--- config.mk ---
export PLATFORM = sky130hd
export DESIGN_NAME = aes_spi_sequencer
export DESIGN_NICKNAME = d
export VERILOG_FILES = /design/src/rtl/aes_spi_sequencer_pkg.sv /design/src/rtl/aes_spi_sequencer_timer.sv /design/src/rtl/aes_spi_sequencer.sv
export SDC_FILE = /design/constraint.sdc
export NUM_CORES = 1
export LEC_CHECK = 0
export CAP_MARGIN = 20
export CORE_AREA = 2 2 356 358
export DETAILED_ROUTE_END_ITERATION = 16
export DIE_AREA = 0 0 358 360
export GPL_ROUTABILITY_DRIVEN = 0
export PLACE_DENSITY = 0.41
export SLEW_MARGIN = 20
export SYNTH_ARGS = -nofsm -noshare
export SYNTH_HDL_FRONTEND = slang
export SYNTH_SLANG_ARGS = --single-unit
--- constraint.sdc ---
create_clock -name clk -period 3.3 [get_ports clk]
set_clock_uncertainty 0.05 [all_clocks]
set_input_delay 0.66 -clock clk [delete_from_list [all_inputs] [get_ports clk]]
set_output_delay 0.66 -clock clk [all_outputs]
set_load 0.03 [all_outputs]
--- src/rtl/aes_spi_sequencer_pkg.sv ---
// ============================================================================
// aes_spi_pkg : shared types, widths and frame builder for the AES/SPI sequencer
// Revision 1.0
// ============================================================================
`timescale 1ns/1ps
`default_nettype none

package aes_spi_pkg;

  localparam int FRAME_W = 258;
  localparam int BLK_W   = 128;
  localparam int KEY_W   = 256;

  localparam logic [1:0] KS_128 = 2'b00;
  localparam logic [1:0] KS_192 = 2'b01;
  localparam logic [1:0] KS_256 = 2'b10;
  localparam logic [1:0] KS_BAD = 2'b11;

  typedef enum logic [3:0] {
    ST_IDLE     = 4'd0,
    ST_KEY_GO   = 4'd1,
    ST_KEY_WAIT = 4'd2,
    ST_GAP      = 4'd3,
    ST_MSG_GO   = 4'd4,
    ST_MSG_WAIT = 4'd5,
    ST_RD_GO    = 4'd6,
    ST_RD_WAIT  = 4'd7,
    ST_FIN      = 4'd8,
    ST_ERR      = 4'd9
  } seq_state_t;

  // Key arrives left-aligned; the slave expects it right-aligned behind the size code.
  function automatic logic [FRAME_W-1:0] build_key_frame(input logic [1:0]       ks,
                                                         input logic [KEY_W-1:0] k);
    logic [FRAME_W-1:0] f;
    case (ks)
      KS_128:  f = {ks, 128'b0, k[KEY_W-1 -: 128]};
      KS_192:  f = {ks, 64'b0, k[KEY_W-1 -: 192]};
      default: f = {ks, k};
    endcase
    return f;
  endfunction

endpackage

`default_nettype wire

--- src/rtl/aes_spi_sequencer_timer.sv ---
// ============================================================================
// aes_seq_timer : loadable saturating down-counter with expiry flag
// Revision 1.0
// ============================================================================
`timescale 1ns/1ps
`default_nettype none

module aes_seq_timer #(
  parameter int W = 12
) (
  input  logic         clk,
  input  logic         rst_n,
  input  logic         load,
  input  logic [W-1:0] load_val,
  output logic         expired
);

  logic [W-1:0] count;

  always_ff @(posedge clk or negedge rst_n) begin
    if (!rst_n) begin
      count <= '0;
    end else if (load) begin
      count <= load_val;
    end else if (count != '0) begin
      count <= count - 1'b1;
    end
  end

  assign expired = (count == '0);

endmodule

`default_nettype wire

--- src/rtl/aes_spi_sequencer.sv ---
// ============================================================================
// aes_spi_sequencer : drives SPI_Main through key load, message load, readback
// Revision 1.0
// ============================================================================
`timescale 1ns/1ps
`default_nettype none

module aes_spi_sequencer
  import aes_spi_pkg::*;
#(
  parameter int START_LEN  = 10,
  parameter int GAP_CYCLES = 64,
  parameter int TIMEOUT    = 4096
) (
  input  logic               clk,
  input  logic               rst_n,
  input  logic               start,
  input  logic [1:0]         key_size,
  input  logic [0:KEY_W-1]   key,
  input  logic [0:BLK_W-1]   msg,
  input  logic               key_reuse,
  input  logic               slave_sel,
  output logic               spi_start,
  output logic               spi_sel,
  output logic [0:FRAME_W-1] spi_tx,
  input  logic [0:BLK_W-1]   spi_rx,
  input  logic               spi_done,
  output logic               busy,
  output logic               done,
  output logic               error,
  output logic [0:BLK_W-1]   ciphertext
);

  localparam int MAXV = (TIMEOUT > GAP_CYCLES)
                        ? ((TIMEOUT > START_LEN) ? TIMEOUT : START_LEN)
                        : ((GAP_CYCLES > START_LEN) ? GAP_CYCLES : START_LEN);
  localparam int TW = $clog2(MAXV + 1);
  // The wait phase reloads with what is left of the timeout after the start pulse.
  localparam logic [TW-1:0] START_LD = TW'(START_LEN - 1);
  localparam logic [TW-1:0] WAIT_LD  = TW'(TIMEOUT - START_LEN);
  localparam logic [TW-1:0] GAP_LD   = TW'((GAP_CYCLES > 0) ? GAP_CYCLES - 1 : 0);

  seq_state_t      state;
  logic [1:0]      cur_size;
  logic [1:0]      loaded_size;
  logic [0:BLK_W-1] cur_msg;
  logic            key_valid;
  logic            after_msg;
  logic            done_seen;
  logic            spi_done_d;
  logic            done_rise;
  logic            wait_ok;
  logic            tmr_load;
  logic [TW-1:0]   tmr_val;
  logic            tmr_expired;

  assign done_rise = spi_done & ~spi_done_d;
  assign wait_ok   = done_rise | done_seen;

  always_comb begin
    tmr_load = 1'b0;
    tmr_val  = '0;
    case (state)
      ST_IDLE: if (start && key_size != KS_BAD) begin
        tmr_load = 1'b1;
        tmr_val  = START_LD;
      end
      ST_KEY_GO, ST_MSG_GO, ST_RD_GO: if (tmr_expired) begin
        tmr_load = 1'b1;
        tmr_val  = WAIT_LD;
      end
      ST_KEY_WAIT, ST_MSG_WAIT: if (wait_ok) begin
        tmr_load = 1'b1;
        tmr_val  = GAP_LD;
      end
      ST_GAP: if (tmr_expired) begin
        tmr_load = 1'b1;
        tmr_val  = START_LD;
      end
      default: ;
    endcase
  end

  aes_seq_timer #(.W(TW)) u_timer (
    .clk      (clk),
    .rst_n    (rst_n),
    .load     (tmr_load),
    .load_val (tmr_val),
    .expired  (tmr_expired)
  );

  always_ff @(posedge clk or negedge rst_n) begin
    if (!rst_n) begin
      state       <= ST_IDLE;
      busy        <= 1'b0;
      done        <= 1'b0;
      error       <= 1'b0;
      spi_start   <= 1'b0;
      spi_sel     <= 1'b0;
      spi_tx      <= '0;
      ciphertext  <= '0;
      cur_size    <= KS_128;
      loaded_size <= KS_128;
      cur_msg     <= '0;
      key_valid   <= 1'b0;
      after_msg   <= 1'b0;
      done_seen   <= 1'b0;
      spi_done_d  <= 1'b0;
    end else begin
      spi_done_d <= spi_done;
      done       <= 1'b0;
      error      <= 1'b0;
      case (state)
        ST_IDLE: begin
          busy <= 1'b0;
          if (start) begin
            busy      <= 1'b1;
            cur_size  <= key_size;
            cur_msg   <= msg;
            spi_sel   <= slave_sel;
            done_seen <= 1'b0;
            after_msg <= 1'b0;
            if (key_size == KS_BAD) begin
              error <= 1'b1;
              state <= ST_ERR;
            end else if (key_reuse && key_valid && key_size == loaded_size) begin
              spi_tx    <= {2'b00, 128'b0, msg};
              spi_start <= 1'b1;
              state     <= ST_MSG_GO;
            end else begin
              spi_tx    <= build_key_frame(key_size, key);
              spi_start <= 1'b1;
              key_valid <= 1'b0;
              state     <= ST_KEY_GO;
            end
          end
        end
        ST_KEY_GO, ST_MSG_GO, ST_RD_GO: begin
          done_seen <= done_seen | done_rise;
          if (tmr_expired) begin
            spi_start <= 1'b0;
            state     <= (state == ST_KEY_GO) ? ST_KEY_WAIT :
                         (state == ST_MSG_GO) ? ST_MSG_WAIT : ST_RD_WAIT;
          end
        end
        ST_KEY_WAIT, ST_MSG_WAIT, ST_RD_WAIT: begin
          // A done rise in the final timeout cycle still counts as success.
          if (wait_ok) begin
            if (state == ST_KEY_WAIT) begin
              key_valid   <= 1'b1;
              loaded_size <= cur_size;
              state       <= ST_GAP;
            end else if (state == ST_MSG_WAIT) begin
              after_msg <= 1'b1;
              state     <= ST_GAP;
            end else begin
              state <= ST_FIN;
            end
          end else if (tmr_expired) begin
            error     <= 1'b1;
            key_valid <= 1'b0;
            state     <= ST_ERR;
          end
        end
        ST_GAP: begin
          if (tmr_expired) begin
            spi_start <= 1'b1;
            done_seen <= 1'b0;
            spi_tx    <= after_msg ? '0 : {2'b00, 128'b0, cur_msg};
            state     <= after_msg ? ST_RD_GO : ST_MSG_GO;
          end
        end
        ST_FIN: begin
          ciphertext <= spi_rx;
          done       <= 1'b1;
          state      <= ST_IDLE;
        end
        ST_ERR: begin
          key_valid <= 1'b0;
          busy      <= 1'b0;
          state     <= ST_IDLE;
        end
        default: state <= ST_IDLE;
      endcase
    end
  end

endmodule

`default_nettype wire
==> impl_metrics.ini, run 1 <==
[layout]
nFillCells = 12800
instances_no_fill = 5021
fin_area_sq_um = 40900
nets = 3832
layout_commonest_cell = clkdlybuf4s50_1
area_delta_synth_final_pct = 51.1
layout-drive-gt1-share_pct = 19.7
multiInputGateArea_sq_um = 12500
layout_common_cells = clkdlybuf4s50_1 (907), dfrtp_1 (543), mux2_2 (390)
regArea_sq_um = 13600

[yosys]
postSynthAreaPerCell_sq_um = 11.0
synth_nets = 2979
yosysSeqAreaShare_pct = 50.3
synth-async-reset-ratio_pct = 100
yosys_warnings = 0
mappedNetlistArea_sq_um = 27000
synth_seq_cells = 544
syn-instance-count = 2458
synth_edf_count = 0
synthFlopType = dfrtp_1
ys_types = 56

[clocking]
ctsResizeCount = 0
clk_latency_ns = 0.64
cts_buffers = 73
htree_levels = 3
cts-root-buf = clkbuf_16
tritoncts = built
cts_buffer_depth = 3
cts_num_sinks = 544
clk_pin_slew_ns = 0.05

[setup_path]
cp_slowest_stage_delay_ns = 0.59
cp_max_fo = 109
crit_required_ns = 3.77
rr_worst_depth = 7
r2r_slack_ns = 0.29
critPathKind = flop to flop
cp_slowest_cell = or4_4
path_cells = inv_1 -> ha_1 -> or3b_2 -> or4_4 -> o21a_4 -> buf_12 -> a22o_1
rr_endpoint = spi_tx[26]
cp.arrival_ns = 3.48
cp-start-kind = flop
crit_path_end_kind = flop
r2r_start = u_timer.count[0]

[sta]
tightestPinTransition_ns = 0.824
finalSetupTns_ns = 0
period_needed_ns = 3.01
setup_viol = 0
fmax_ghz = 0.332
fin_crit_sh_pct = 91.2
timing.slew.headroom_pct = 45.1
finalHoldViolCount = 0
final-max-slew-violation-count = 0
rsz0062_at_grt = no
fin_hold_ws_ns = 0.408

[pwr]
p_per_area_nw_per_um2 = 931
p_total_mw = 38.1
p_leak_nw = 16.9
ir_drop_mv = 0.454

[detailed_routing]
avgRoutedWirePerCell_um = 25.0
vias_per_cell = 4.54
first_iter_violations = 1117
vias = 22800
drc = 0
firstDrtPassIters = 5
ant_nets = 0
wirelength_mm = 126

[die]
io_pins = 911
die_w_um = 358
start_util_pct = 21.7
dieArea_sq_um = 129000
row_count = 130
design.core.area_sq_um = 125000
die_h_um = 360

[placement]
dp_hpwl_mm = 95.1
dp.cells = 4885
place_area_sq_um = 38500
portBuffers = 910

[global_routing]
grt_usage_pct = 19.0
grt_pass1_vias = 23800
antenna_found_initial = 20
grt_max_degree = 149
grt_pass1_wl_mm = 180
grt_remaining_overflow = 0

[worst_hold_path]
worstHoldPathCells = 3
hold_class = primary input to flop
min_to = error
holdCritStartpoint = key_size[1]

[status]
status = finished clean

[run]
maxCapViolCount = 0
-- cell families after synthesis --
kind of cell | count (synthesis) | share of synthesized area (%)
compound gates | 635 | 15.2
xor+xnor | 10 | 0.324
fa+ha+maj | 1 | 0.0463
buf+inv | 226 | 3.49
flops | 544 | 50.3
mux | 520 | 21.0
simple gates | 522 | 9.53
-- layer usage --
| metal | vias up | track usage, % | wire (um) |
|---|---|---|---|
| met3 | 140 | 4.57 | 6800 |
| met5 | - | 0 | 109 |
| met2 | 618 | 33.3 | 63200 |
| met4 | 16 | 4.23 | 2580 |
| li1 | 10600 | - | - |
| met1 | 11400 | 23.4 | 52900 |
-- power breakdown --
part / internal, mW / switching (mW)
Clock: 4.64 / 3.33
Combinational: 8.06 / 10.5
Sequential: 9.73 / 1.79
-- flip-flops by register name, indices dropped and copies added, names as in the netlist --
name	cells
spi_sel	1
spi_done_d	1
after_msg	1
cur_size	2
u_timer.count	13
ciphertext	128
error	1
cur_msg	128
done_seen	1
loaded_size	2
spi_start	1
done	1
spi_tx	258
state	4
busy	1
key_valid	1
-- worst max path at each step --
stage                     start           to  slack, ns  cells after the start
4_1_cts        u_timer.count[0]   spi_tx[13]       0.30                      7
3_3_place_gp   u_timer.count[0]   spi_tx[11]       0.36                      7
3_5_place_dp   u_timer.count[0]    spi_tx[8]       0.34                      7
6_report       u_timer.count[0]   spi_tx[26]       0.29                      7
2_1_floorplan  u_timer.count[0]  spi_tx[100]       0.52                     11
5_1_grt        u_timer.count[0]     state[1]       0.15                      7
-- timing repair --
action	in CTS	in global routing
setup buffers	0	0
endpoints found under the hold margin	43	0
hold buffers	1	0
setup endpoints to repair	0	0
-- final cells by class --
class,count,share of cell area (%)
sequential,544,33.3
multi-input combinational,1688,30.7
timing repair buffer,999,25.1
clock buffer,112,5.32
tap,1650,5.05
clock inverter,15,0.487
antenna,8,0.0490
inverter,5,0.0459
-- cell usage after synthesis, drive strengths merged (5+ instances only) --
master  number  area, sq um
xor2         6         52.6
and2         5         31.3
nand2      335         1260
nor3b      132          996
nand3        5         25.0
inv          5         18.8
mux2i      130         1300
a22oi       66          495
nor3         5         25.0
or4          6         48.8
o21ai      271         1360
a21oi      140          701
mux2       390         4390
a22o        65          569
dfrtp      544        13600
clkbuf     176          661
buf         45          264
nor2        12         45.0
o31ai       67          783
-- stage by stage --
step,setup WS (ns),util [%]
after floorplan,0.518,-
after global placement,0.363,30.8
after detailed placement,0.343,30.8
after CTS,0.296,32.7
after global routing,0.148,32.7
final,0.291,32.7
-- critical path: cells and delay by family, from the launching register on --
family	cells	cell delay [ns]
AOI/OAI and AO/OA	2	0.66
DFF	1	0.41
adders and majority gates	1	0.17
buffers and inverters	2	0.31
and+or+nand+nor	2	1.14
Note: power is estimated with default switching activity, not from simulation.
==> run 2, diff against run 1 <==
--- a/config.mk
+++ b/config.mk
@@ -5,8 +5,8 @@
 export SDC_FILE = /design/constraint.sdc
 export NUM_CORES = 1
 export LEC_CHECK = 0
-export CAP_MARGIN = 20
 export CORE_AREA = 2 2 356 358
+export CTS_CLUSTER_DIAMETER = 40
 export DETAILED_ROUTE_END_ITERATION = 16
 export DIE_AREA = 0 0 358 360
 export GPL_ROUTABILITY_DRIVEN = 0
==> run 2 against run 1 <==
  * Sequential power about the same
  * Critical path depth did not move
  * Clock power grew 74%
  * Core utilization is 1.9 points higher
  * Register-to-register slack about the same
  * Power increased by 16%
  * Wire length rose by 0.63%
  * Sequential share of layout area shrank 1.8 points
  * Cell area grew 5.8%
  * Count of clock-buffer cells in the layout increased by 58
==> impl_metrics.ini, run 2 (synthesized netlist as in run 1, its figures left out) <==
[status]
status = finished clean

[clocking]
cts_num_sinks = 544
clk_latency_ns = 0.74
cts_buffer_depth = 3
tritoncts = built
htree_levels = 4
clk_pin_slew_ns = 0.05
cts_setup_buffers = 0
cts_buffers = 133
ctsResizeCount = 0
cts-root-buf = clkbuf_16

[sta]
finalSetupTns_ns = 0
fin_ws_ns = 0.305
fmax_ghz = 0.334
rsz0062_at_grt = no
timing.slew.headroom_pct = 44.5
tightestPinTransition_ns = 0.832
finalHoldViolCount = 0
setup_viol = 0
fin_crit_sh_pct = 90.8
final-max-slew-violation-count = 0
period_needed_ns = 3.00

[die]
io_pins = 911
row_count = 130
design.core.area_sq_um = 125000
die_w_um = 358
dieArea_sq_um = 129000
start_util_pct = 21.7
die_h_um = 360

[layout]
largest_reg_flops = 258
nets = 3892
layout-drive-gt1-share_pct = 22.4
layout_commonest_cell = clkdlybuf4s50_1
regMostFlops = spi_tx
layout_common_cells = clkdlybuf4s50_1 (907), dfrtp_1 (543), mux2_2 (390)
final_util_pct = 34.6
area_delta_synth_final_pct = 59.9
reg_top3 = spi_tx (258), ciphertext (128), cur_msg (128)
fin_area_sq_um = 43200

[detailed_routing]
wirelength_mm = 126
firstDrtPassIters = 5
vias_per_cell = 4.54
avgRoutedWirePerCell_um = 24.7
drc = 0
first_iter_violations = 1176
ant_nets = 0
vias = 23200

[setup_path]
cp-start-kind = flop
cp.arrival_ns = 3.56
crit_required_ns = 3.87
critPathKind = flop to flop
cp_max_fo = 109
path_cells = inv_1 -> ha_1 -> or3b_2 -> or4_4 -> o21a_4 -> buf_12 -> a22o_1
cp_slowest_stage_delay_ns = 0.59
critPathBufInv = 2
crit_family = simple AND/OR/NAND/NOR gates
r2r_slack_ns = 0.30
cp_slowest_cell = or4_4
crit_path_end_kind = flop

[global_routing]
grt_pass1_vias = 24400
grt_usage_pct = 19.3
antenna_found_initial = 20
grt_remaining_overflow = 0
grt_max_degree = 149
grt_pass1_wl_mm = 182

[pwr]
p_leak_nw = 18.0
ir_drop_mv = 0.616
p_per_area_nw_per_um2 = 1020
p_total_mw = 44.0

[placement]
place_area_sq_um = 38500
dp_hpwl_mm = 95.1
portBuffers = 910
dp_slack_ns = 0.343

[run]
maxCapViolCount = 0

[worst_hold_path]
hold_class = primary input to flop
run 2: cell count changes in the layout (fill, tap and decap cells not counted), sizes merged:
cell	previous run	this run
clkinv	11	30
clkbuf	112	170
diode	8	7
inv	7	11
bufinv	1	19
clkinvlp	1	7
run 2: stage by stage:
stage | instances | hold slack (ns)
finish | 5125 | 0.306
global route | 5123 | 0.281
global placement | 4885 | 0.411
detailed placement | 4885 | 0.421
CTS | 5118 | 0.232
floorplan | 2458 | 0.314
run 2: worst min-delay path: cells and delay by family:
family | cells | cell delay (ns)
and+or+nand+nor | 1 | 0.13
AOI/OAI and AO/OA | 1 | 0.09
buffers and inverters | 1 | 0.14
run 2: layer usage:
layer  global-route usage (%)  wire length (um)
met1                     23.3             52400
met2                     33.2             63300
met3                     5.27              7730
met4                     5.62              2840
met5                        0               108
run 2: final cells by class:
cell class                      count  area, sq um
Sequential cell                   544        13600
Timing Repair Buffer              999        10200
Tap cell                         1650         2060
Clock buffer                      170         3750
Antenna cell                        7         17.5
Inverter                            5         18.8
Clock inverter                     62          985
Fill cell                       12600        81700
Multi-Input combinational cell   1688        12500
run 2: worst paths after layout:
kind / startpoint / end / cells past startpoint
min reg2reg: spi_tx[153] / spi_tx[153] / 2
max: u_timer.count[0] / spi_tx[25] / 7
max reg2reg: u_timer.count[0] / spi_tx[25] / 7
min in group asynchronous: rst_n / ciphertext[9] / 2
max in group asynchronous: rst_n / spi_tx[103] / 4
min: key_size[1] / error / 3
run 2: power breakdown:
group          leakage, nW  switching [mW]  internal [mW]
logic                 8.86            10.5           8.06
registers             6.84            1.80           9.75
clock network         2.31            4.38           9.49
run 2: what timing repair did:
action	in CTS	in global routing
hold buffers	1	0
setup endpoints to repair	0	0
endpoints found under the hold margin	43	0
